### src/rtl/rr_logic_arb_pkg.sv
// Shared definitions for the round-robin logic-unit arbiter: operation
// encoding, result-register state encoding, default sizes and the bitwise
// function evaluated by the shared datapath.
package rr_logic_arb_pkg;

  // Default configuration of the arbiter.
  localparam int DEF_N_REQ = 4;
  localparam int DEF_W     = 8;

  // Widest operand the shared function handles; callers zero-extend their
  // operands to this width and size-cast the result back down.
  localparam int MAX_W = 64;

  // Operation encoding carried on each requester's 2-bit op slice.
  typedef enum logic [1:0] {
    OP_AND  = 2'd0,
    OP_OR   = 2'd1,
    OP_XOR  = 2'd2,
    OP_NAND = 2'd3
  } op_e;

  // Result register occupancy.
  typedef enum logic {
    ST_EMPTY = 1'b0,
    ST_FULL  = 1'b1
  } state_e;

  // Bitwise result of one operation. NAND inverts every bit of the operand
  // width, so the caller's size cast keeps exactly W inverted bits.
  function automatic logic [MAX_W-1:0] logic_op(
    input op_e              fn,
    input logic [MAX_W-1:0] x,
    input logic [MAX_W-1:0] y
  );
    logic [MAX_W-1:0] r;
    unique case (fn)
      OP_AND:  r = x & y;
      OP_OR:   r = x | y;
      OP_XOR:  r = x ^ y;
      OP_NAND: r = ~(x & y);
    endcase
    return r;
  endfunction

endpackage

### src/rtl/rr_pick.sv
// Combinational requester picker. Scans the request vector upward from the
// pointer, wrapping modulo N_REQ, and returns the first asserted request as a
// one-hot grant plus its index. A pointer held at zero gives fixed priority
// with the lowest index winning.
module rr_pick
  import rr_logic_arb_pkg::*;
#(
  parameter int N_REQ = DEF_N_REQ,
  parameter int ID_W  = $clog2(N_REQ)
) (
  input  logic [N_REQ-1:0] req,
  input  logic [ID_W-1:0]  ptr,
  output logic [N_REQ-1:0] gnt,
  output logic [ID_W-1:0]  idx,
  output logic             any_req
);

  logic            found;
  logic [ID_W-1:0] cand;

  // Rotating first-one search starting at the pointer.
  always_comb begin
    // NOTE: every output of a combinational block gets a default before any
    // conditional assignment, otherwise the tool infers a latch.
    gnt     = '0;
    idx     = '0;
    found   = 1'b0;
    cand    = '0;
    any_req = |req;
    for (int k = 0; k < N_REQ; k++) begin
      cand = ID_W'((int'(ptr) + k) % N_REQ);
      if (!found && req[cand]) begin
        found     = 1'b1;
        gnt[cand] = 1'b1;
        idx       = cand;
      end
    end
  end

endmodule

### src/rtl/rr_logic_arbiter.sv
// Arbiter sharing one registered bitwise logic unit (AND/OR/XOR/NAND) among
// N_REQ requesters. One request is launched per cycle when the result register
// is empty or being drained; its result appears one cycle later with the
// winner's id under a valid/ready handshake.
//
// Build option: define RR_LOGIC_ARB_FIXED_PRIO_EN for fixed priority (lowest
// index wins, no rotating pointer). Undefined, the grant rotates round-robin.
module rr_logic_arbiter
  import rr_logic_arb_pkg::*;
#(
  parameter int N_REQ = DEF_N_REQ,
  parameter int W     = DEF_W,
  parameter int ID_W  = $clog2(N_REQ)
) (
  input  logic               clk,
  input  logic               rst,
  input  logic [N_REQ-1:0]   req,
  input  logic [2*N_REQ-1:0] op,
  input  logic [W*N_REQ-1:0] a,
  input  logic [W*N_REQ-1:0] b,
  output logic [N_REQ-1:0]   gnt,
  output logic               res_valid,
  input  logic               res_ready,
  output logic [ID_W-1:0]    res_id,
  output logic [W-1:0]       res_data,
  output logic               busy
);

  state_e           state;
  logic [ID_W-1:0]  ptr;
  logic [N_REQ-1:0] pick_gnt;
  logic [ID_W-1:0]  pick_idx;
  logic             any_req;
  logic             can_issue;
  logic             launch;
  logic [1:0]       sel_op;
  logic [W-1:0]     sel_a;
  logic [W-1:0]     sel_b;
  logic [W-1:0]     res_next;

  rr_pick #(
    .N_REQ (N_REQ),
    .ID_W  (ID_W)
  ) u_pick (
    .req     (req),
    .ptr     (ptr),
    .gnt     (pick_gnt),
    .idx     (pick_idx),
    .any_req (any_req)
  );

  // The result register can take a new value when empty or drained this
  // cycle; nothing launches while reset is held.
  assign can_issue = (state == ST_EMPTY) | res_ready;
  assign launch    = ~rst & can_issue & any_req;
  assign gnt       = launch ? pick_gnt : '0;

  // Route the winner's op and operands to the shared unit (one-hot select).
  always_comb begin
    sel_op = '0;
    sel_a  = '0;
    sel_b  = '0;
    for (int i = 0; i < N_REQ; i++) begin
      if (pick_gnt[i]) begin
        sel_op = op[2*i +: 2];
        sel_a  = a[W*i +: W];
        sel_b  = b[W*i +: W];
      end
    end
  end

  assign res_next = W'(logic_op(op_e'(sel_op), MAX_W'(sel_a), MAX_W'(sel_b)));

`ifdef RR_LOGIC_ARB_FIXED_PRIO_EN
  // Fixed priority: the scan always starts at requester 0.
  assign ptr = '0;
`else
  // Advance the pointer past each winner so it has lowest priority next.
  always_ff @(posedge clk or posedge rst) begin
    // NOTE: clocked state uses non-blocking assignments so every register
    // samples pre-edge values regardless of block ordering.
    if (rst) begin
      ptr <= '0;
    end else if (launch) begin
      ptr <= (pick_idx == ID_W'(N_REQ - 1)) ? '0 : pick_idx + ID_W'(1);
    end
  end
`endif

  // Result register FSM: load on launch, empty on handshake without launch,
  // hold everything while stalled.
  always_ff @(posedge clk or posedge rst) begin
    if (rst) begin
      state    <= ST_EMPTY;
      res_id   <= '0;
      res_data <= '0;
    end else begin
      unique case (state)
        ST_EMPTY: begin
          if (launch) begin
            state    <= ST_FULL;
            res_id   <= pick_idx;
            res_data <= res_next;
          end
        end
        ST_FULL: begin
          if (launch) begin
            res_id   <= pick_idx;
            res_data <= res_next;
          end else if (res_ready) begin
            state <= ST_EMPTY;
          end
        end
      endcase
    end
  end

  assign res_valid = (state == ST_FULL);
  assign busy      = res_valid | any_req;

endmodule

### config.mk
export PLATFORM = sky130hd
export DESIGN_NAME = rr_logic_arbiter
export DESIGN_NICKNAME = d
export VERILOG_FILES = /design/src/rtl/rr_logic_arb_pkg.sv /design/src/rtl/rr_pick.sv /design/src/rtl/rr_logic_arbiter.sv
export SDC_FILE = /design/constraint.sdc
export NUM_CORES = 1
export LEC_CHECK = 0
export BUFFER_PORTS_ARGS = -buffer_cell sky130_fd_sc_hd__buf_2
export CORE_ASPECT_RATIO = 1.75
export CORE_MARGIN = 5
export CORE_UTILIZATION = 44
export DETAILED_ROUTE_END_ITERATION = 6
export PLACE_DENSITY = 0.77
export SLEW_MARGIN = 20
export SYNTH_ARGS = -nofsm -noshare
export SYNTH_HDL_FRONTEND = slang
export SYNTH_HIERARCHICAL = 1
export SYNTH_SLANG_ARGS = --single-unit
### constraint.sdc
create_clock -name clk -period 3.58 [get_ports clk]
set_clock_uncertainty 0.05 [all_clocks]
set_input_delay 0.358 -clock clk [delete_from_list [all_inputs] [get_ports clk]]
set_output_delay 0.358 -clock clk [all_outputs]
set_load 0.01 [all_outputs]
==> flow_metrics.env, run 1 <==
export IMPL_netlist_area_leader_share_pct=14.5
export IMPL_slew_headroom_pct=62.6
export IMPL_setup_ws_ps=79.4
export IMPL_routed_wl_mm=7.52
export IMPL_vias=2742
export IMPL_antenna_left=0
export IMPL_ios=95
export IMPL_antenna_found_initial=0
export IMPL_synth_distinct_cells=46
export IMPL_ys_ff_latch=13
export IMPL_critical_path_arrival_ps=3600
export IMPL_syn_area_um2=2240
export IMPL_crit_family="compound AO/OA/AOI/OAI gates"
export IMPL_syn2layout_area_growth_pct=43.0
export IMPL_tightest_slew_ps=561
export IMPL_postSynthAreaPerCell_um2=8.01
export IMPL_synth_edf_count=0
export IMPL_htreeDepth=1
export IMPL_yosysTopAreaCell="dfrtp_1"
export IMPL_mostFrequentLayoutCells="buf_2 (94), buf_4 (27), a21oi_1 (24), nor2_1 (23), nand2_1 (20)"
export IMPL_drive_gt1_share_pct=45.0
export IMPL_start_util_pct=45.1
export IMPL_rrSetupSlack_ps=80
export IMPL_clkTransAtPathRegs_ps=60
export IMPL_coreArea_um2=4980
export IMPL_drc=0
export IMPL_seqCellArea_um2=325
export IMPL_fmax_ghz=0.286
export IMPL_yosysSeqAreaShare_pct=14.5
export IMPL_finalCriticalPeriod_ps=3500
export IMPL_worstReg2RegStart="ptr[1]"
export IMPL_cp_start_kind="flip-flop"
export IMPL_io_buffers=94
export IMPL_nNetsFinal=495
export IMPL_setup_viol=0
export IMPL_async_flop_share_pct=100
export IMPL_fillers=441
export IMPL_crit_cells=17
export IMPL_grt_start_max_net_pins=31
export IMPL_die_width_um=64.0
export IMPL_slowest_stage="dfrtp_1"
export IMPL_period_share_pct=97.8
export IMPL_place_ws_ps=-35.7
export IMPL_gp_congestion=0.953
export IMPL_critical_path_class="flip-flop to flip-flop"
export IMPL_cp_required_ps=3680
export IMPL_drt_pass1_iterations=4
export IMPL_final_common_cell="buf_2"
export IMPL_syn_inst=280
export IMPL_insertedDiodeCount=0
export IMPL_status="finished clean"
export IMPL_multi_input_area_um2=1930
export IMPL_syn_nets=381
export IMPL_initialDrtViolationCount=120
export IMPL_grt_pass1_wl_mm=11.8
export IMPL_cp_cell_sequence="inv_1, ha_4, mux4_2, buf_4, nor2b_4, buf_4, a22oi_1, o21ai_2, nor2b_4, buf_12, a221oi_1, nor3_1, a21o_1, ha_1, inv_1, a2111o_1, o221ai_1"
export IMPL_grt_overflow_total=0
export IMPL_slowest_delay_ps=390
export IMPL_rows=34
export IMPL_reg2reg_depth=17
export IMPL_numCtsBuffers=3
export IMPL_die_area_um2=6680
export IMPL_post_dp_hpwl_mm=5.72
export IMPL_avgViaCountPerCell=6.13
export IMPL_grtUsageTotal_pct=20.9
export IMPL_worst_setup_path_end_kind="flip-flop"
export IMPL_r2r_end="res_data[7]"
export IMPL_maxCapViolCount=0
export IMPL_cts_tree="yes"
export IMPL_grt_setup_unrepaired="yes"
export IMPL_cts_max_path_buffers=2
export IMPL_clock_latency_ps=250
export IMPL_root_buffer="clkbuf_8"
export IMPL_maxSlewViolCount=0
export IMPL_die_h_um=104
export IMPL_synth_area_leaders="dfrtp_1 (15%), ha_1 (12%), a221oi_1 (6.2%)"
export IMPL_path_buf_inv=5
export IMPL_hold_violations=0
export IMPL_clock_sinks=13
export IMPL_synth_main_ff_cell="dfrtp_1"
export IMPL_hold_class="input pin to asynchronous set/reset pin"
export IMPL_yosysWarnings=6
export IMPL_routedWlPerCell_um=16.8
export IMPL_worst_path_max_fanout=14
export IMPL_grt_pass1_vias=2645
==> per-layer routing <==
metal	track usage, %	wire (µm)
met3	2.49	476
met2	38.3	4060
met4	8.32	124
met5	0	0
met1	23.6	2850
==> synthesized netlist by cell type (all sizes together), types with 8 or more instances <==
| cell type | count |
|---|---|
| a21oi | 24 |
| buf | 11 |
| ha | 22 |
| a221oi | 16 |
| o221ai | 8 |
| a21o | 16 |
| a2111o | 8 |
| nand3b | 13 |
| o21ai | 8 |
| dfrtp | 13 |
| clkbuf | 10 |
| nor3 | 16 |
| nand2 | 20 |
| a22oi | 8 |
| nand2b | 8 |
| nor2 | 23 |
==> area by class of cell <==
cell class | count | area share [%]
multi-input cells | 238 | 60.2
repair buffers | 130 | 25.2
flip-flops and latches | 13 | 10.1
well taps | 54 | 2.11
clock buffers | 4 | 1.40
inverters | 8 | 0.936
==> registers in the layout, indices dropped and copies added, names as in the netlist <==
| name | count |
|---|---|
| ptr | 2 |
| res_id | 2 |
| res_data | 8 |
| res_valid | 1 |
==> cells by family after synthesis <==
group	Yosys count	share of synthesized area [%]
adders and majority gates	22	12.3
buffers and inverters	29	6.36
and+or+nand+nor	102	24.8
muxes	6	5.08
AOI/OAI and AO/OA	108	37.0
DFF	13	14.5
==> how the worst max path moves through the flow <==
stage | from | end
after floorplan | ptr[0] | res_data[0]
after global placement | ptr[0] | res_data[0]
after detailed placement | ptr[0] | res_data[0]
after CTS | ptr[0] | res_data[5]
after global routing | ptr[1] | res_data[2]
final | ptr[1] | res_data[7]
==> timing repair <==
item / CTS / global route
gates resized for setup: 1 / 25
pin swaps: 0 / 5
endpoints found under the setup margin: 5 / 8
buffers inserted: 0 / 15
hold buffers: 0 / 0
==> per-stage QoR <==
step                area, µm²  util, %  TNS, ps  cells  hold slack (ps)
global route             3210     64.5     -513    447              164
global placement         2900     58.2        0    428              401
floorplan                2300        -        0    280              185
CTS                      2950     59.2        0    432              151
finish                   3210     64.5        0    447              120
detailed placement       2900     58.2     -104    428              407
Power of run 1 is left out: the tool's default activity adds up to more than one toggle a clock period on the data nets, which glitch-free logic cannot reach.
==> inputs of run 2 (changes only) <==
--- a/config.mk
+++ b/config.mk
@@ -8,11 +8,9 @@
 export BUFFER_PORTS_ARGS = -buffer_cell sky130_fd_sc_hd__buf_2
 export CORE_ASPECT_RATIO = 1.75
 export CORE_MARGIN = 5
-export CORE_UTILIZATION = 44
+export CORE_UTILIZATION = 30
 export DETAILED_ROUTE_END_ITERATION = 6
-export PLACE_DENSITY = 0.77
 export SLEW_MARGIN = 20
 export SYNTH_ARGS = -nofsm -noshare
 export SYNTH_HDL_FRONTEND = slang
-export SYNTH_HIERARCHICAL = 1
 export SYNTH_SLANG_ARGS = --single-unit
==> run 2 against run 1 <==
  * Worst setup slack gained 96 ps
  * Largest cell class unchanged
  * Register-to-register slack gained 96 ps
  * Count of clock-buffer cells in the layout unchanged
  * Synthesized cell count increased by 8.9%
==> flow_metrics.env, run 2 <==
export IMPL_coreArea_um2=7960
export IMPL_initialDrtViolationCount=113
export IMPL_grt_setup_unrepaired="no"
export IMPL_fmax_ghz=0.294
export IMPL_worst_setup_path_end_kind="flip-flop"
export IMPL_antenna_left=0
export IMPL_fillers=820
export IMPL_cp_start_kind="flip-flop"
export IMPL_grt_overflow_total=0
export IMPL_switching_share_pct=50.5
export IMPL_power_frac_seq_pct=6.7
export IMPL_top_regs="res_data x8, res_id x2"
export IMPL_leakage_uw=0.00144
export IMPL_cp_required_ps=3640
export IMPL_ir_drop_uv=364
export IMPL_worst_path_max_fanout=16
export IMPL_instances_no_fill=490
export IMPL_final_common_cell="buf_2"
export IMPL_comb_power_share_pct=87.7
export IMPL_htreeDepth=1
export IMPL_syn_inst=305
export IMPL_insertedDiodeCount=0
export IMPL_clock_sinks=13
export IMPL_async_flop_share_pct=100
export IMPL_synth_main_ff_cell="dfrtp_1"
export IMPL_vias=2750
export IMPL_tightest_slew_ps=547
export IMPL_synth_distinct_cells=57
export IMPL_hold_violations=0
export IMPL_antenna_found_initial=0
export IMPL_clock_latency_ps=240
export IMPL_syn_area_um2=2460
export IMPL_synth_area_leaders="dfrtp_1 (13%), ha_1 (12%), mux2i_1 (6.9%)"
export IMPL_io_buffers=94
export IMPL_total_power_uw=3950
export IMPL_ys_ff_latch=13
export IMPL_maxCapViolCount=0
export IMPL_drive_gt1_share_pct=38.0
export IMPL_largest_reg_flops=8
export IMPL_cts_max_path_buffers=2
export IMPL_ios=95
export IMPL_maxSlewViolCount=0
export IMPL_mostFrequentLayoutCells="buf_2 (94), nand2_1 (38), ha_1 (22), o21ai_0 (20)"
export IMPL_avgViaCountPerCell=5.61
export IMPL_top_layer_used="met4"
export IMPL_yosysSeqAreaShare_pct=13.2
export IMPL_routedWlPerCell_um=16.3
export IMPL_yosysWarnings=0
export IMPL_netlist_area_leader_share_pct=13.2
export IMPL_powerDensity_nw_per_um2=1210
export IMPL_critical_path_class="flip-flop to flip-flop"
export IMPL_post_dp_hpwl_mm=6.38
export IMPL_tns_ps=0
export IMPL_netSwitchingPower_uw=2000
export IMPL_reg2reg_depth=15
export IMPL_yosysMostFrequentCell="nand2_1"
export IMPL_grtUsageTotal_pct=14.4
export IMPL_synth_edf_count=0
export IMPL_die_area_um2=10200
export IMPL_routed_wl_met3_um=488
export IMPL_status="finished clean"
export IMPL_die_width_um=78.4
export IMPL_postSynthAreaPerCell_um2=8.05
export IMPL_grt_pass1_wl_mm=12.3
export IMPL_period_share_pct=95.1
export IMPL_fin_util_pct=41.1
export IMPL_finalCriticalPeriod_ps=3400
export IMPL_routed_wl_mm=7.99
export IMPL_cts_hold_buf=0
export IMPL_drt_pass1_iterations=4
export IMPL_rows=43
export IMPL_hold_class="input pin to asynchronous set/reset pin"
export IMPL_syn_nets=407
export IMPL_cts_tree="yes"
export IMPL_grt_pass1_vias=2608
export IMPL_top_register="res_data"
export IMPL_root_buffer="clkbuf_16"
export IMPL_multi_input_area_um2=2040
export IMPL_yosys_top_cells_count="nand2_1 (39), o21ai_0 (29), ha_1 (23)"
export IMPL_slew_headroom_pct=63.5
export IMPL_grt_start_max_net_pins=37
export IMPL_wl_met1_mm=3.01
export IMPL_gp_congestion=0.870
export IMPL_numCtsBuffers=3
export IMPL_hold_slack_ps=119
export IMPL_syn2layout_area_growth_pct=33.2
export IMPL_clkTransAtPathRegs_ps=50
export IMPL_start_util_pct=30.8
export IMPL_seqCellArea_um2=327
export IMPL_nNetsFinal=503
export IMPL_dp_cells=479
export IMPL_yosysTopAreaCell="dfrtp_1"
export IMPL_pwr_share_clk_pct=5.6
export IMPL_critical_path_arrival_ps=3470
export IMPL_die_h_um=130
export IMPL_wl_met2_mm=4.46
export IMPL_drc=0
export IMPL_setup_viol=0
export IMPL_internal_power_uw=1960
## run 2: logic make-up (layout without fill, tap and decap cells)
group	count (synthesis)	after routing	share of synthesized area [%]
and+or+nand+nor	92	92	19.1
buffers and inverters	31	126	6.47
AOI/OAI and AO/OA	106	106	30.2
adders and majority gates	23	23	11.7
muxes	39	39	19.0
xor gates and xnor gates	1	1	0.357
DFF	13	13	13.2
## run 2: final cells by class
cell class	instances	share of cell area [%]
multi-input cells	261	62.5
inverters	7	0.803
flip-flops and latches	13	9.98
well taps	90	3.44
repair buffers	115	20.9
clock buffers	4	2.41
## run 2: per-layer routing
metal / GRT usage (%) / up-vias
met1: 15.6 / 1298
met4: 0.927 / 0
li1: - / 1360
met2: 30.1 / 88
met5: 0 / -
met3: 2.35 / 4
## run 2: critical path, cell delays in order (launching register included)
cell and delay (ps):
dfrtp_2 440, buf_4 180, buf_4 170, mux4_1 350
or3b_1 400, a221oi_4 310, nor2_2 110, nor2_4 140
buf_12 140, a22oi_1 70, o21ai_1 180, mux2_2 180
ha_1 190, a21oi_1 50, a32oi_1 190, o211ai_1 110
## run 2: what timing repair did
| action | in CTS | in global routing |
|---|---|---|
| buffers inserted | 1 | 5 |
| gates resized for setup | 2 | 14 |
| cloned | 0 | 1 |
| setup endpoints to repair | 3 | 8 |
| pin swaps | 1 | 2 |
## run 2: power groups by stage
| stage | combinational (µW) | sequential [µW] | clock [µW] |
|---|---|---|---|
| after CTS | 3310 | 266 | 223 |
| final | 3470 | 267 | 220 |
| after detailed placement | 3240 | 268 | 0 |
| after global routing | 3820 | 274 | 231 |
| after floorplan | 2480 | 282 | 0 |
| after global placement | 3180 | 266 | 0 |
## run 2: final timing paths
path	end	slack, ps	startpoint
max	res_data[3]	180	flip-flop
min	res_valid	120	rst
max in group asynchronous	asynchronous set/reset pin	2970	rst
min reg2reg	res_id[1]	420	res_id[1]
min in group clk	res_valid	280	rst
max reg2reg	res_data[3]	180	flip-flop
## run 2: stage by stage
| stage | cell area, µm² | worst slack, ps |
|---|---|---|
| floorplan | 2500 | 5.28 |
| global placement | 3080 | -20.6 |
| detailed placement | 3080 | -24.1 |
| CTS | 3180 | 9.99 |
| global route | 3270 | 17.8 |
| finish | 3270 | 176 |
Note: power is estimated with default switching activity, not from simulation.
==> inputs of run 3 (changes only) <==
--- a/config.mk
+++ b/config.mk
@@ -7,9 +7,10 @@
 export LEC_CHECK = 0
 export BUFFER_PORTS_ARGS = -buffer_cell sky130_fd_sc_hd__buf_2
 export CORE_ASPECT_RATIO = 1.75
-export CORE_MARGIN = 5
+export CORE_MARGIN = 2
 export CORE_UTILIZATION = 30
 export DETAILED_ROUTE_END_ITERATION = 6
+export REMOVE_ABC_BUFFERS = 1
 export SLEW_MARGIN = 20
 export SYNTH_ARGS = -nofsm -noshare
 export SYNTH_HDL_FRONTEND = slang
==> run 3 against run 2 <==
  * Critical path depth grew 1
  * Sequential power shrank 5%
  * Power shrank 0.96%
  * Non-clock buffer count is the same
  * First-iteration DRC count grew 55%
  * Global-route usage grew 3.1 points
  * Worst setup slack gained 32 ps
  * Die area shrank 12%
  * Sequential share of layout area grew 0.085 points
  * Register-to-register slack gained 30 ps
  * Largest power group unchanged
==> flow_metrics.env, run 3 (synthesized netlist as in run 2, its figures left out) <==
export IMPL_htreeDepth=1
export IMPL_drt_pass1_iterations=4
export IMPL_hold_violations=0
export IMPL_gp_congestion=0.915
export IMPL_instances_no_fill=490
export IMPL_coreArea_um2=7960
export IMPL_ir_drop_uv=506
export IMPL_nNetsFinal=503
export IMPL_final_common_cell="buf_2"
export IMPL_insertedDiodeCount=0
export IMPL_clock_sinks=13
export IMPL_worst_path_max_fanout=16
export IMPL_critical_path_arrival_ps=3470
export IMPL_dp_cells=485
export IMPL_largest_reg_flops=8
export IMPL_cp_start_kind="flip-flop"
export IMPL_period_share_pct=94.2
export IMPL_finalCriticalPeriod_ps=3370
export IMPL_place_ws_ps=116
export IMPL_antenna_left=0
export IMPL_hold_class="input pin to asynchronous set/reset pin"
export IMPL_fillers=830
export IMPL_cts_max_path_buffers=2
export IMPL_clock_latency_ps=240
export IMPL_die_h_um=124
export IMPL_leakage_uw=0.00144
export IMPL_setup_ws_ps=208
export IMPL_root_buffer="clkbuf_16"
export IMPL_critical_path_class="flip-flop to flip-flop"
export IMPL_drive_gt1_share_pct=37.3
export IMPL_cts_tree="yes"
export IMPL_die_area_um2=8960
export IMPL_fmax_ghz=0.297
export IMPL_vias=2790
export IMPL_status="finished clean"
export IMPL_maxCapViolCount=0
export IMPL_drc=0
export IMPL_routedWlPerCell_um=16.2
export IMPL_grt_overflow_total=0
export IMPL_worst_setup_path_end_kind="flip-flop"
export IMPL_post_dp_hpwl_mm=6.33
export IMPL_routed_wl_mm=7.92
export IMPL_mostFrequentLayoutCells="buf_2 (94), nand2_1 (39), o21ai_0 (22), ha_1 (22)"
export IMPL_grt_start_max_net_pins=40
export IMPL_cp_required_ps=3680
export IMPL_initialDrtViolationCount=175
export IMPL_powerDensity_nw_per_um2=1210
export IMPL_antenna_found_initial=0
export IMPL_numCtsBuffers=3
export IMPL_start_util_pct=30.8
export IMPL_ios=95
export IMPL_maxSlewViolCount=0
export IMPL_grt_pass1_vias=2661
export IMPL_setup_viol=0
export IMPL_top_regs="res_data x8, res_id x2"
export IMPL_tightest_slew_ps=562
export IMPL_syn2layout_area_growth_pct=31.5
export IMPL_top_register="res_data"
export IMPL_die_width_um=72.4
export IMPL_avgViaCountPerCell=5.69
export IMPL_rows=43
export IMPL_slew_headroom_pct=62.5
export IMPL_tns_ps=0
export IMPL_grt_pass1_wl_mm=12.6
export IMPL_grtUsageTotal_pct=17.6
export IMPL_clkTransAtPathRegs_ps=50
export IMPL_io_buffers=94
run 3: final timing paths:
kind                          endpoint  cells after the start       from  slack (ps)
min in group clk             res_valid                      2        rst         290
max in group asynchronous  res_data[5]                      2        rst        2980
setup reg to reg           res_data[5]                     16  flip-flop         210
setup / recovery           res_data[5]                     16  flip-flop         210
hold / removal             res_data[6]                      2        rst         130
hold reg to reg              res_id[0]                      2  res_id[0]         440
run 3: layout make-up:
| cell class | instances | area, µm² | share of cell area, % |
|---|---|---|---|
| inverter | 7 | 26.3 | 0.813 |
| sequential | 13 | 325 | 10.1 |
| timing repair buffer | 115 | 669 | 20.7 |
| clock buffer | 4 | 78.8 | 2.44 |
| multi-input combinational | 261 | 2020 | 62.5 |
| tap | 90 | 113 | 3.49 |
run 3: power by group:
group	switching (µW)	internal [µW]	leakage [µW]
logic	1900	1550	0.00124
clock network	64.2	151	0.0000382
registers	36.4	217	0.000161
run 3: layer usage:
| layer | GRT usage, % | wire length (µm) | share of wire (%) | vias up |
|---|---|---|---|---|
| met4 | 3.36 | 116 | 1.5 | 0 |
| met2 | 36.8 | 4590 | 58 | 89 |
| met5 | 0 | 0 | 0 | - |
| met1 | 18.1 | 2840 | 36 | 1322 |
| met3 | 2.02 | 369 | 4.7 | 10 |
| li1 | - | - | - | 1369 |
run 3: repair_timing:
action | 4_1_cts | 5_1_grt
hold buffers | 0 | 0
resized for setup | 0 | 15
setup buffers | 0 | 1
endpoints found under the setup margin | 0 | 8
run 3: worst max-delay path, cell delays in order (launching register included):
cell	delay (ps)
dfrtp_1	350
inv_1	70
ha_2	370
mux4_2	380
buf_4	190
a21oi_1	210
a221oi_4	110
nor2_2	180
nor2_2	70
buf_12	150
a22oi_1	170
o21ai_2	90
mux2_2	270
ha_1	220
a21oi_1	130
a32oi_1	70
o211ai_1	170
run 3: metrics by stage:
| stage | area [µm²] | total power [µW] | hold WS, ps | util [%] |
|---|---|---|---|---|
| 6_report | 3230 | 3920 | 131 | 40.6 |
| 5_1_grt | 3230 | 4330 | 179 | 40.6 |
| 4_1_cts | 3190 | 3860 | 156 | 40.1 |
| 3_5_place_dp | 3110 | 3630 | 419 | 39.1 |
| 3_3_place_gp | 3110 | 3570 | 401 | 39.1 |
| 2_1_floorplan | 2320 | 2590 | 185 | - |
